<file path="config.mk">
export PLATFORM = sky130hd
export DESIGN_NAME = tt_um_ternary_mac_flat
export DESIGN_NICKNAME = d
export VERILOG_FILES = /design/src/rtl/tt_um_ternary_mac_if.sv /design/src/rtl/tt_um_ternary_mac.sv /design/src/flat_wrapper.sv
export SDC_FILE = /design/constraint.sdc
export NUM_CORES = 1
export LEC_CHECK = 0
export BUFFER_PORTS_ARGS = -buffer_cell sky130_fd_sc_hd__buf_2
export CAP_MARGIN = 10
export CELL_PAD_IN_SITES_DETAIL_PLACEMENT = 1
export CELL_PAD_IN_SITES_GLOBAL_PLACEMENT = 1
export CORE_AREA = 2 2 170 172
export CTS_CLUSTER_DIAMETER = 50
export DETAILED_ROUTE_END_ITERATION = 8
export DIE_AREA = 0 0 172 174
export PLACE_DENSITY = 0.95
export SYNTH_ARGS = -nofsm -noshare
export SYNTH_HDL_FRONTEND = slang
export SYNTH_SLANG_ARGS = --single-unit
</file>
<file path="constraint.sdc">
create_clock -name clk -period 10.15 [get_ports clk]
set_clock_uncertainty 0.2 [all_clocks]
set_input_delay 1.015 -clock clk [delete_from_list [all_inputs] [get_ports clk]]
set_output_delay 1.015 -clock clk [all_outputs]
set_load 0.05 [all_outputs]
</file>
<file path="src/rtl/tt_um_ternary_mac_if.sv">
// Handshake and data bundle between the weight-load stage, the activation source and the ternary MAC.
// The master side drives the weights and activations. The slave side is the MAC engine.
interface tt_um_ternary_mac_if #(
   parameter int MAX_IN_LEN   = 16,
   parameter int MAX_OUT_LEN  = 8,
   parameter int WIDTH        = 2,
   parameter int ACT_WIDTH    = 8,
   parameter int MAX_OUT_BITS = $clog2(MAX_OUT_LEN),
   parameter int ACC_WIDTH    = ACT_WIDTH + $clog2(MAX_IN_LEN) + 1
);
   logic                                    start;
   logic [WIDTH*MAX_IN_LEN*MAX_OUT_LEN-1:0] weights;
   logic signed [ACT_WIDTH-1:0]             act_in;
   logic                                    act_valid;
   logic signed [ACC_WIDTH-1:0]             result;
   logic [MAX_OUT_BITS-1:0]                 result_idx;
   logic                                    result_valid;
   logic                                    busy;
   logic                                    done;

   modport master (
      output start, weights, act_in, act_valid,
      input  result, result_idx, result_valid, busy, done
   );

   modport slave (
      input  start, weights, act_in, act_valid,
      output result, result_idx, result_valid, busy, done
   );
endinterface

</file>
<file path="src/rtl/tt_um_ternary_mac.sv">
// Ternary matrix-vector engine. One signed accumulator per output neuron is updated in parallel for each activation.
// The finished dot products are then streamed out one neuron per cycle.
module tt_um_ternary_mac_lane #(
   parameter int WIDTH     = 2,
   parameter int ACT_WIDTH = 8,
   parameter int ACC_WIDTH = 13
) (
   input  logic                        clk,
   input  logic                        rst,
   input  logic                        en,
   input  logic                        clr,
   input  logic                        upd,
   input  logic [WIDTH-1:0]            w,
   input  logic signed [ACT_WIDTH-1:0] act,
   output logic signed [ACC_WIDTH-1:0] acc
);
   logic signed [ACC_WIDTH-1:0] act_ext;

   assign act_ext = ACC_WIDTH'(act);

   // Bit 0 marks a non-zero weight. Bit 1 selects the sign, so 2'b10 decodes as zero.
   always_ff @(posedge clk) begin
      if (rst) begin
         acc <= '0;
      end else if (en) begin
         if (clr) begin
            acc <= '0;
         end else if (upd && w[0]) begin
            acc <= w[1] ? acc - act_ext : acc + act_ext;
         end
      end
   end
endmodule

module tt_um_ternary_mac #(
   parameter int MAX_IN_LEN   = 16,
   parameter int MAX_OUT_LEN  = 8,
   parameter int WIDTH        = 2,
   parameter int ACT_WIDTH    = 8,
   parameter int MAX_IN_BITS  = $clog2(MAX_IN_LEN),
   parameter int MAX_OUT_BITS = $clog2(MAX_OUT_LEN),
   parameter int ACC_WIDTH    = ACT_WIDTH + MAX_IN_BITS + 1
) (
   input logic               clk,
   input logic               rst,
   input logic               ena,
   tt_um_ternary_mac_if.slave bus
);
   localparam logic [MAX_IN_BITS-1:0]  LAST_IN  = MAX_IN_BITS'(MAX_IN_LEN - 1);
   localparam logic [MAX_OUT_BITS-1:0] LAST_OUT = MAX_OUT_BITS'(MAX_OUT_LEN - 1);

   typedef enum logic [1:0] {IDLE, ACCUM, OUTPUT} state_t;

   state_t                                   state, state_nxt;
   logic [MAX_IN_BITS-1:0]                   in_cnt;
   logic [MAX_OUT_BITS-1:0]                  out_cnt;
   logic                                     clr, upd, emit;
   logic [MAX_OUT_LEN-1:0][WIDTH-1:0]        row_w;
   logic [MAX_OUT_LEN-1:0][ACC_WIDTH-1:0]    accs;

   // Weights are read straight off the load-stage bus, one matrix row per accepted activation.
   for (genvar j = 0; j < MAX_OUT_LEN; j++) begin : g_lane
      assign row_w[j] = bus.weights[(int'(in_cnt)*MAX_OUT_LEN + j)*WIDTH +: WIDTH];

      tt_um_ternary_mac_lane #(
         .WIDTH     (WIDTH),
         .ACT_WIDTH (ACT_WIDTH),
         .ACC_WIDTH (ACC_WIDTH)
      ) u_lane (
         .clk (clk),
         .rst (rst),
         .en  (ena),
         .clr (clr),
         .upd (upd),
         .w   (row_w[j]),
         .act (bus.act_in),
         .acc (accs[j])
      );
   end

   always_comb begin
      state_nxt = state;
      clr       = 1'b0;
      upd       = 1'b0;
      emit      = 1'b0;
      unique case (state)
         IDLE: begin
            if (bus.start) begin
               clr       = 1'b1;
               state_nxt = ACCUM;
            end
         end
         ACCUM: begin
            if (bus.act_valid) begin
               upd = 1'b1;
               if (in_cnt == LAST_IN) state_nxt = OUTPUT;
            end
         end
         OUTPUT: begin
            emit = 1'b1;
            if (out_cnt == LAST_OUT) state_nxt = IDLE;
         end
         default: state_nxt = IDLE;
      endcase
   end

   // A disabled cycle still drops the valid and done strobes so a frozen result is never reported twice.
   always_ff @(posedge clk) begin
      if (rst) begin
         state            <= IDLE;
         in_cnt           <= '0;
         out_cnt          <= '0;
         bus.result       <= '0;
         bus.result_idx   <= '0;
         bus.result_valid <= 1'b0;
         bus.busy         <= 1'b0;
         bus.done         <= 1'b0;
      end else if (ena) begin
         state            <= state_nxt;
         bus.busy         <= (state_nxt != IDLE);
         bus.result_valid <= emit;
         bus.done         <= emit && (out_cnt == LAST_OUT);
         if (clr)      in_cnt <= '0;
         else if (upd) in_cnt <= in_cnt + 1'b1;
         if (upd && in_cnt == LAST_IN) out_cnt <= '0;
         else if (emit)                out_cnt <= out_cnt + 1'b1;
         if (emit) begin
            bus.result     <= accs[out_cnt];
            bus.result_idx <= out_cnt;
         end
      end else begin
         bus.result_valid <= 1'b0;
         bus.done         <= 1'b0;
      end
   end
endmodule

</file>
<file path="src/flat_wrapper.sv">
// flat-port wrapper written by rule: the top's interface ports become plain ports
module tt_um_ternary_mac_flat 
#(
   parameter int MAX_IN_LEN   = 16,
   parameter int MAX_OUT_LEN  = 8,
   parameter int WIDTH        = 2,
   parameter int ACT_WIDTH    = 8,
   parameter int MAX_IN_BITS  = $clog2(MAX_IN_LEN),
   parameter int MAX_OUT_BITS = $clog2(MAX_OUT_LEN),
   parameter int ACC_WIDTH    = ACT_WIDTH + MAX_IN_BITS + 1
)
  (clk, rst, ena, bus_start, bus_weights, bus_act_in, bus_act_valid, bus_result, bus_result_idx, bus_result_valid, bus_busy, bus_done);
  tt_um_ternary_mac_if #(.MAX_IN_LEN(MAX_IN_LEN), .MAX_OUT_LEN(MAX_OUT_LEN), .WIDTH(WIDTH), .ACT_WIDTH(ACT_WIDTH), .MAX_OUT_BITS(MAX_OUT_BITS), .ACC_WIDTH(ACC_WIDTH)) bus_i ();
  input logic clk;
  input logic rst;
  input logic ena;
  input wire logic [$bits(bus_i.start)-1:0] bus_start;
  input wire logic [$bits(bus_i.weights)-1:0] bus_weights;
  input wire logic [$bits(bus_i.act_in)-1:0] bus_act_in;
  input wire logic [$bits(bus_i.act_valid)-1:0] bus_act_valid;
  output wire logic [$bits(bus_i.result)-1:0] bus_result;
  output wire logic [$bits(bus_i.result_idx)-1:0] bus_result_idx;
  output wire logic [$bits(bus_i.result_valid)-1:0] bus_result_valid;
  output wire logic [$bits(bus_i.busy)-1:0] bus_busy;
  output wire logic [$bits(bus_i.done)-1:0] bus_done;
  assign bus_i.start = bus_start;
  assign bus_i.weights = bus_weights;
  assign bus_i.act_in = bus_act_in;
  assign bus_i.act_valid = bus_act_valid;
  assign bus_result = bus_i.result;
  assign bus_result_idx = bus_i.result_idx;
  assign bus_result_valid = bus_i.result_valid;
  assign bus_busy = bus_i.busy;
  assign bus_done = bus_i.done;
  tt_um_ternary_mac #(.MAX_IN_LEN(MAX_IN_LEN), .MAX_OUT_LEN(MAX_OUT_LEN), .WIDTH(WIDTH), .ACT_WIDTH(ACT_WIDTH), .MAX_IN_BITS(MAX_IN_BITS), .MAX_OUT_BITS(MAX_OUT_BITS), .ACC_WIDTH(ACC_WIDTH)) u_core (.clk(clk), .rst(rst), .ena(ena), .bus(bus_i));
endmodule
</file>
After elaboration in Yosys (flattened, before gate mapping)
Index checks and enable logic that the tools add are counted.

Register bits: 132. Bits in latches: 0. RAM bits: 0. ROM bits: 0. Input bits: 269. Output and inout port bits: 19. Word-level logic and storage cells: 129. Memories kept: 0.

Add/subtract/negate cells: 25. $mul: 0. Div/mod/pow operators: 0. Magnitude comparators: 1. Equality and inequality tests: 4. Shift operators: 8. Mux-type cells: 40. Bitwise operators: 1. Reductions and logical operators: 34.

Operator list (number): $shiftx A256 B32 Y2 (7); $mux W13 (25); $shiftx A256 B9 Y2 (1); $add A13 B8 Y13 (8); $sub A13 B8 Y13 (8); $bmux W13 S3 (1); $add A7 B3 Y8 const B (4); $reduce_and A2 Y1 (11); $reduce_bool A2 Y1 (11); $add A7 B2 Y8 const B (2); $logic_and A1 B1 Y1 (10); $add A7 B1 Y8 const B (1); $mux W2 (4); $mux W4 (2); $mux W3 (2); $pmux W2 S3 (1); $mux W1 (5); $add A4 B1 Y4 const B (1); $eq A4 B4 Y1 const B (1); $lt A3 B4 Y1 const B (1); $add A3 B1 Y3 const B (1); $eq A3 B3 Y1 const B (1); $eq A2 B1 Y1 const B (1); $eq A2 B2 Y1 const B (1); other kinds (3) (3).

Longest topological paths before layout
Depth in word-level cells: 5. Mapped depth: 19. Mapped depth without buffers: 14.

Modules after synthesis
Synthesis repeated with hierarchy kept, for this count alone.

Cells, all modules: 1638. Area, all modules: 14162.3 µm².

By module, submodules not included: tt_um_ternary_mac_lane at u_core.g_lane[0].u_lane ... (instances 5, cells an instance 157, area each 1242.4 µm², seq. area each 260.2 µm²); tt_um_ternary_mac (instances 1, cells an instance 332, area each 3910.0 µm², seq. area each 560.5 µm²); tt_um_ternary_mac_lane at u_core.g_lane[5].u_lane (instances 1, cells an instance 175, area each 1352.5 µm², seq. area each 260.2 µm²); tt_um_ternary_mac_lane at u_core.g_lane[6].u_lane (instances 1, cells an instance 173, area each 1346.3 µm², seq. area each 260.2 µm²); tt_um_ternary_mac_lane at u_core.g_lane[7].u_lane (instances 1, cells an instance 173, area each 1341.3 µm², seq. area each 260.2 µm²).

Worst setup path before layout
OpenSTA, ideal clock, no wires.

Kind: input -> register. Start point: input port bus_act_in[2]. End point: register u_core.g_lane[7].u_lane.acc[12]. Library setup time: 0.074 ns. Arrival: 4.588 ns. Data required time: 9.876 ns. Path slack: 5.287 ns. Cell stages on the path: 17. Buffers on the path: 5. Cells stage by stage: buf_4 -> or3_1 -> clkbuf_1 -> or3_1 -> clkbuf_1 -> or3_1 -> clkbuf_1 -> nor2b_1 -> clkbuf_1 -> mux2i_1 -> ha_1 -> a21o_1 -> a21o_1 -> a21oi_1 -> a21boi_0 -> or4b_1 -> a31oi_1.

Cells in the longest elaborated chain, start to end: 4. Elaborated cells between the ends (all ways): 5. Those cells by class: add/sub: 2; mux: 3.

Ends and longest elaborated chain: start: declaration (line flat_wrapper.sv:19) `input wire logic [$bits(bus_i.act_in)-1:0] bus_act_in;`; $add A13 B8 Y13 / $sub A13 B8 Y13 (equally long branches) (line tt_um_ternary_mac.sv:29) `acc <= w[1] ? acc - act_ext : acc + act_ext;`; $mux W13 (*) (line tt_um_ternary_mac.sv:29); $mux W13 (*) (line tt_um_ternary_mac.sv:28) `end else if (upd && w[0]) begin`; $mux W13 (*) (line tt_um_ternary_mac.sv:26) `if (clr) begin`; end signal: assignment (line tt_um_ternary_mac.sv:29); end: declaration (line tt_um_ternary_mac.sv:15) `output logic signed [ACC_WIDTH-1:0] acc`.

Every way passes the cells marked *; elsewhere a longest branch is shown, timed or not. The select of a mux whose other input is x is not followed. A chain may end at the register's enable or synchronous reset.

Worst setup path after layout
Start point: register u_core.in_cnt[2]. End point: register u_core.g_lane[5].u_lane.acc[12].

Cells in the longest elaborated chain, start to end: 5. Elaborated cells between the ends (all ways): 8. Those cells by class: add/sub: 1; shift: 1; mux: 3; reduce/logical: 3.

Ends and longest elaborated chain: start: declaration (line tt_um_ternary_mac.sv:55) `logic [MAX_IN_BITS-1:0] in_cnt;`; start signal: assignment (line tt_um_ternary_mac.sv:124) `else if (upd) in_cnt <= in_cnt + 1'b1;`; $add A7 B3 Y8 (*) (line tt_um_ternary_mac.sv:63) `assign row_w[j] = bus.weights[(int'(in_cnt)*MAX_OUT_LEN + j)*WIDTH +: WIDTH];`; $shiftx A256 B32 Y2 (*) (line tt_um_ternary_mac.sv:63); $mux W13 / $logic_and A1 B1 Y1 (equally long branches) (line tt_um_ternary_mac.sv:29, tt_um_ternary_mac.sv:28); $mux W13 / $reduce_bool A2 Y1 (equally long branches); $mux W13 / $reduce_and A2 Y1 (equally long branches); end signal: assignment (line tt_um_ternary_mac.sv:29); end: declaration (line tt_um_ternary_mac.sv:15).

Marks and branches as above.

==> results_dict.tcl <==
set metrics [dict create \
    cts.sinks 132 \
    cp-start-kind "register" \
    status "finished with violations" \
    drt_iter0_drc 2019 \
    dieArea_um2 29900 \
    fmax_mhz 172 \
    synth_ff_type "dfxtp_1" \
    worstHoldStart "u_core.bus.result_idx[2]" \
    grt_pass1_vias 14500 \
    dpl.hpwl_um 42500 \
    grtUsageTotal 0.392 \
    path_cells "buf_4 -> mux4_2 -> a22o_1 -> a221oi_2 -> nand2_1 -> xor2_1 -> ha_1 -> a21o_1 -> a21o_1 -> a221oi_1 -> o21ai_0 -> xnor2_1 -> nand3_1 -> o311ai_1" \
    initial_core_util 0.444 \
    cts_max_path_buffers 2 \
    cp_slowest_cell "a221oi_2" \
    cts.clk_slew.worst_paths_ns 0.06 \
    synth_cell_types 61 \
    ff2ff_path_depth 14 \
    async_reset_ff_frac 0 \
    cpMostUsedCell "a21o_1" \
    drive_above_1_share 0.273 \
    ys_seq_elements 132 \
    wire_per_inst_um 30.3 \
    startpoint "u_core.in_cnt[2]" \
    cts_resized 0 \
    antenna_found_initial 3 \
    yosysTopAreaCell "dfxtp_1" \
    rr_endpoint "u_core.g_lane[5].u_lane.acc[12]" \
    required_ns 10.30 \
    drt_first_pass_iters 6 \
    layout_setup_ws_ns 4.33 \
    post_dp_cell_area_um2 14200 \
    seq_area_frac_synth 0.211 \
    nets 1995 \
    relSlewSlack -0.0186 \
    synth_enable_flop_cells 0 \
    grt-ovfl-total 0 \
    hp-class "register to register" \
    core_area_um2 28200 \
    cp_top_family "compound AO/OA/AOI/OAI gates" \
    io_buffers 287 \
    yosys-top-cells-area "dfxtp_1 (21%), mux4_2 (16%), ha_1 (10%)" \
    syn_area_per_cell_um2 9.09 \
    drtAntennaViolNets 0 \
    hold_buffers 0 \
    die_w_um 172 \
    yosysMostFrequentCell "dfxtp_1" \
    hold_slack_ns 0.259 \
    cp_max_fo 26 \
    critPathBufInv 1 \
    clock-root-buffer "clkbuf_16" \
    crit_type "register to register" \
    gp_congestion 1.00 \
    synth.top_cell.area_share 0.211 \
    avgViaCountPerCell 6.99 \
    post-cts-setup-buffers 0 \
    syn_nets 1756 \
    insertion_delay_ns 0.45 \
    grt_max_degree 63 \
    hold_depth 2 \
    ir_drop_uv 121 \
    synthCells 1379 \
    rows 62 \
    slew_viol_final 12 \
    powerDensity_nw_per_um2 115 \
    grt_pass1_wl_um 88300 \
    cts.htree.levels 4 \
    yosysWarningCount 0 \
    worstPathArrival_ns 5.97 \
    drt_wl_total_um 61400 \
    violations "max-slew violations" \
    regToRegSetupSlack_ns 4.33 \
    die_y_um 174 \
    cellLeakagePower_nw 6.63 \
    ios 288 \
    synthesis.area_um2 12500 \
    synth_common_cells "dfxtp_1 (132), nand2_1 (127), ha_1 (100)" \
    area_growth_syn_to_layout_pct 19.1 \
    drcViolationCount 0 \
    cap_violations 0 \
    setup-violations-final 0 \
    tightest_slew_ns 1.53 \
    cp-end-kind "register" \
    vias 14200 \
    rr_startpoint "u_core.in_cnt[2]" \
    final_cell_area_um2 14900 \
    fin_crit_sh 0.574 \
    final.min_clock_period_ns 5.82 \
    cts_buffers 17 \
    critPathMaxStageDelay_ns 1.00 \
    holdPathEnd "u_core.bus.result_idx[2]" \
    fin_tns_setup_ns 0 \
    pre_cts_ws_ns 4.55 \
    grt_setup_unrepaired "false" \
    hold_viol_final 0 \
    cts_tree "built" \
]
cells in the final DEF, fill, tap and decap left out, types with 25 or more instances in the layout:
cell type	count
a21o_1	54
buf_2	287
mux4_2	90
ha_1	100
nand2b_1	37
nor2_1	82
xnor2_1	31
nand2_1	127
xor2_1	69
dfxtp_1	127
or3_1	25
a21oi_1	74
inv_1	55
mux2i_1	64
o21ai_0	98
where the power goes:
part           internal, mW  switching (mW)  total, mW
Sequential            0.524          0.0108      0.534
Combinational         0.179           0.267      0.446
Clock                 0.454           0.287      0.741
Total                  1.16           0.565       1.72
stage by stage:
step / power [mW] / instances / util
after floorplan: 0.798 / 1379 / -
after global placement: 0.915 / 1983 / 0.504
after detailed placement: 0.944 / 1983 / 0.504
after CTS: 1.68 / 2015 / 0.528
after global routing: 1.76 / 2016 / 0.528
final: 1.72 / 2026 / 0.529
worst min-delay path, stage by stage, from the launching register on:
cell and delay (ns):
dfxtp_1 0.31, nand2_1 0.05, a21oi_1 0.05
worst max-delay path by stage:
stage / endpoint / slack [ns] / depth (start not counted)
2_1_floorplan: u_core.g_lane[7].u_lane.acc[12] / 5.29 / 17
6_report: u_core.g_lane[5].u_lane.acc[12] / 4.33 / 14
4_1_cts: u_core.g_lane[5].u_lane.acc[12] / 4.51 / 14
5_1_grt: u_core.g_lane[5].u_lane.acc[12] / 4.01 / 14
3_3_place_gp: u_core.g_lane[6].u_lane.acc[12] / 4.83 / 14
3_5_place_dp: u_core.g_lane[5].u_lane.acc[12] / 4.55 / 14
per-layer routing:
metal / share of wire / GRT usage / routed length (um) / up-vias
met5: 0.00037 / 0 / 23 / -
met3: 0.13 / 0.125 / 8170 / 425
li1: - / - / - / 5651
met2: 0.44 / 0.611 / 26700 / 1292
met4: 0.081 / 0.231 / 4950 / 4
met1: 0.35 / 0.471 / 21500 / 6799
logic make-up (layout without fill, tap and decap cells):
group	after synthesis	count (layout)	synth area share
adders and majority gates	108	108	0.113
xor gates and xnor gates	100	100	0.0699
AOI/OAI and AO/OA	380	380	0.201
and+or+nand+nor	358	358	0.138
DFF	132	132	0.211
muxes	163	163	0.222
buffers and inverters	138	390	0.0454
other	0	11	0
area by class of cell:
cell class                 instances  area [um2]
fill                            3351       13300
sequential                       132        2650
timing repair buffer             302        1550
clock inverter                    13         218
inverter                          56         210
antenna                           11        27.5
multi-input combinational       1109        9340
tap                              384         480
clock buffer                      19         453
sequential cells by signal, indices dropped and copies added, names as in the netlist:
signal                    cells
u_core.bus.result_idx         3
u_core.bus.busy               1
u_core.g_lane.u_lane.acc    104
u_core.bus.result_valid       1
u_core.out_cnt                3
u_core.in_cnt                 4
u_core.state                  2
u_core.bus.result            13
u_core.bus.done               1
(Power assumes the default switching activity.)
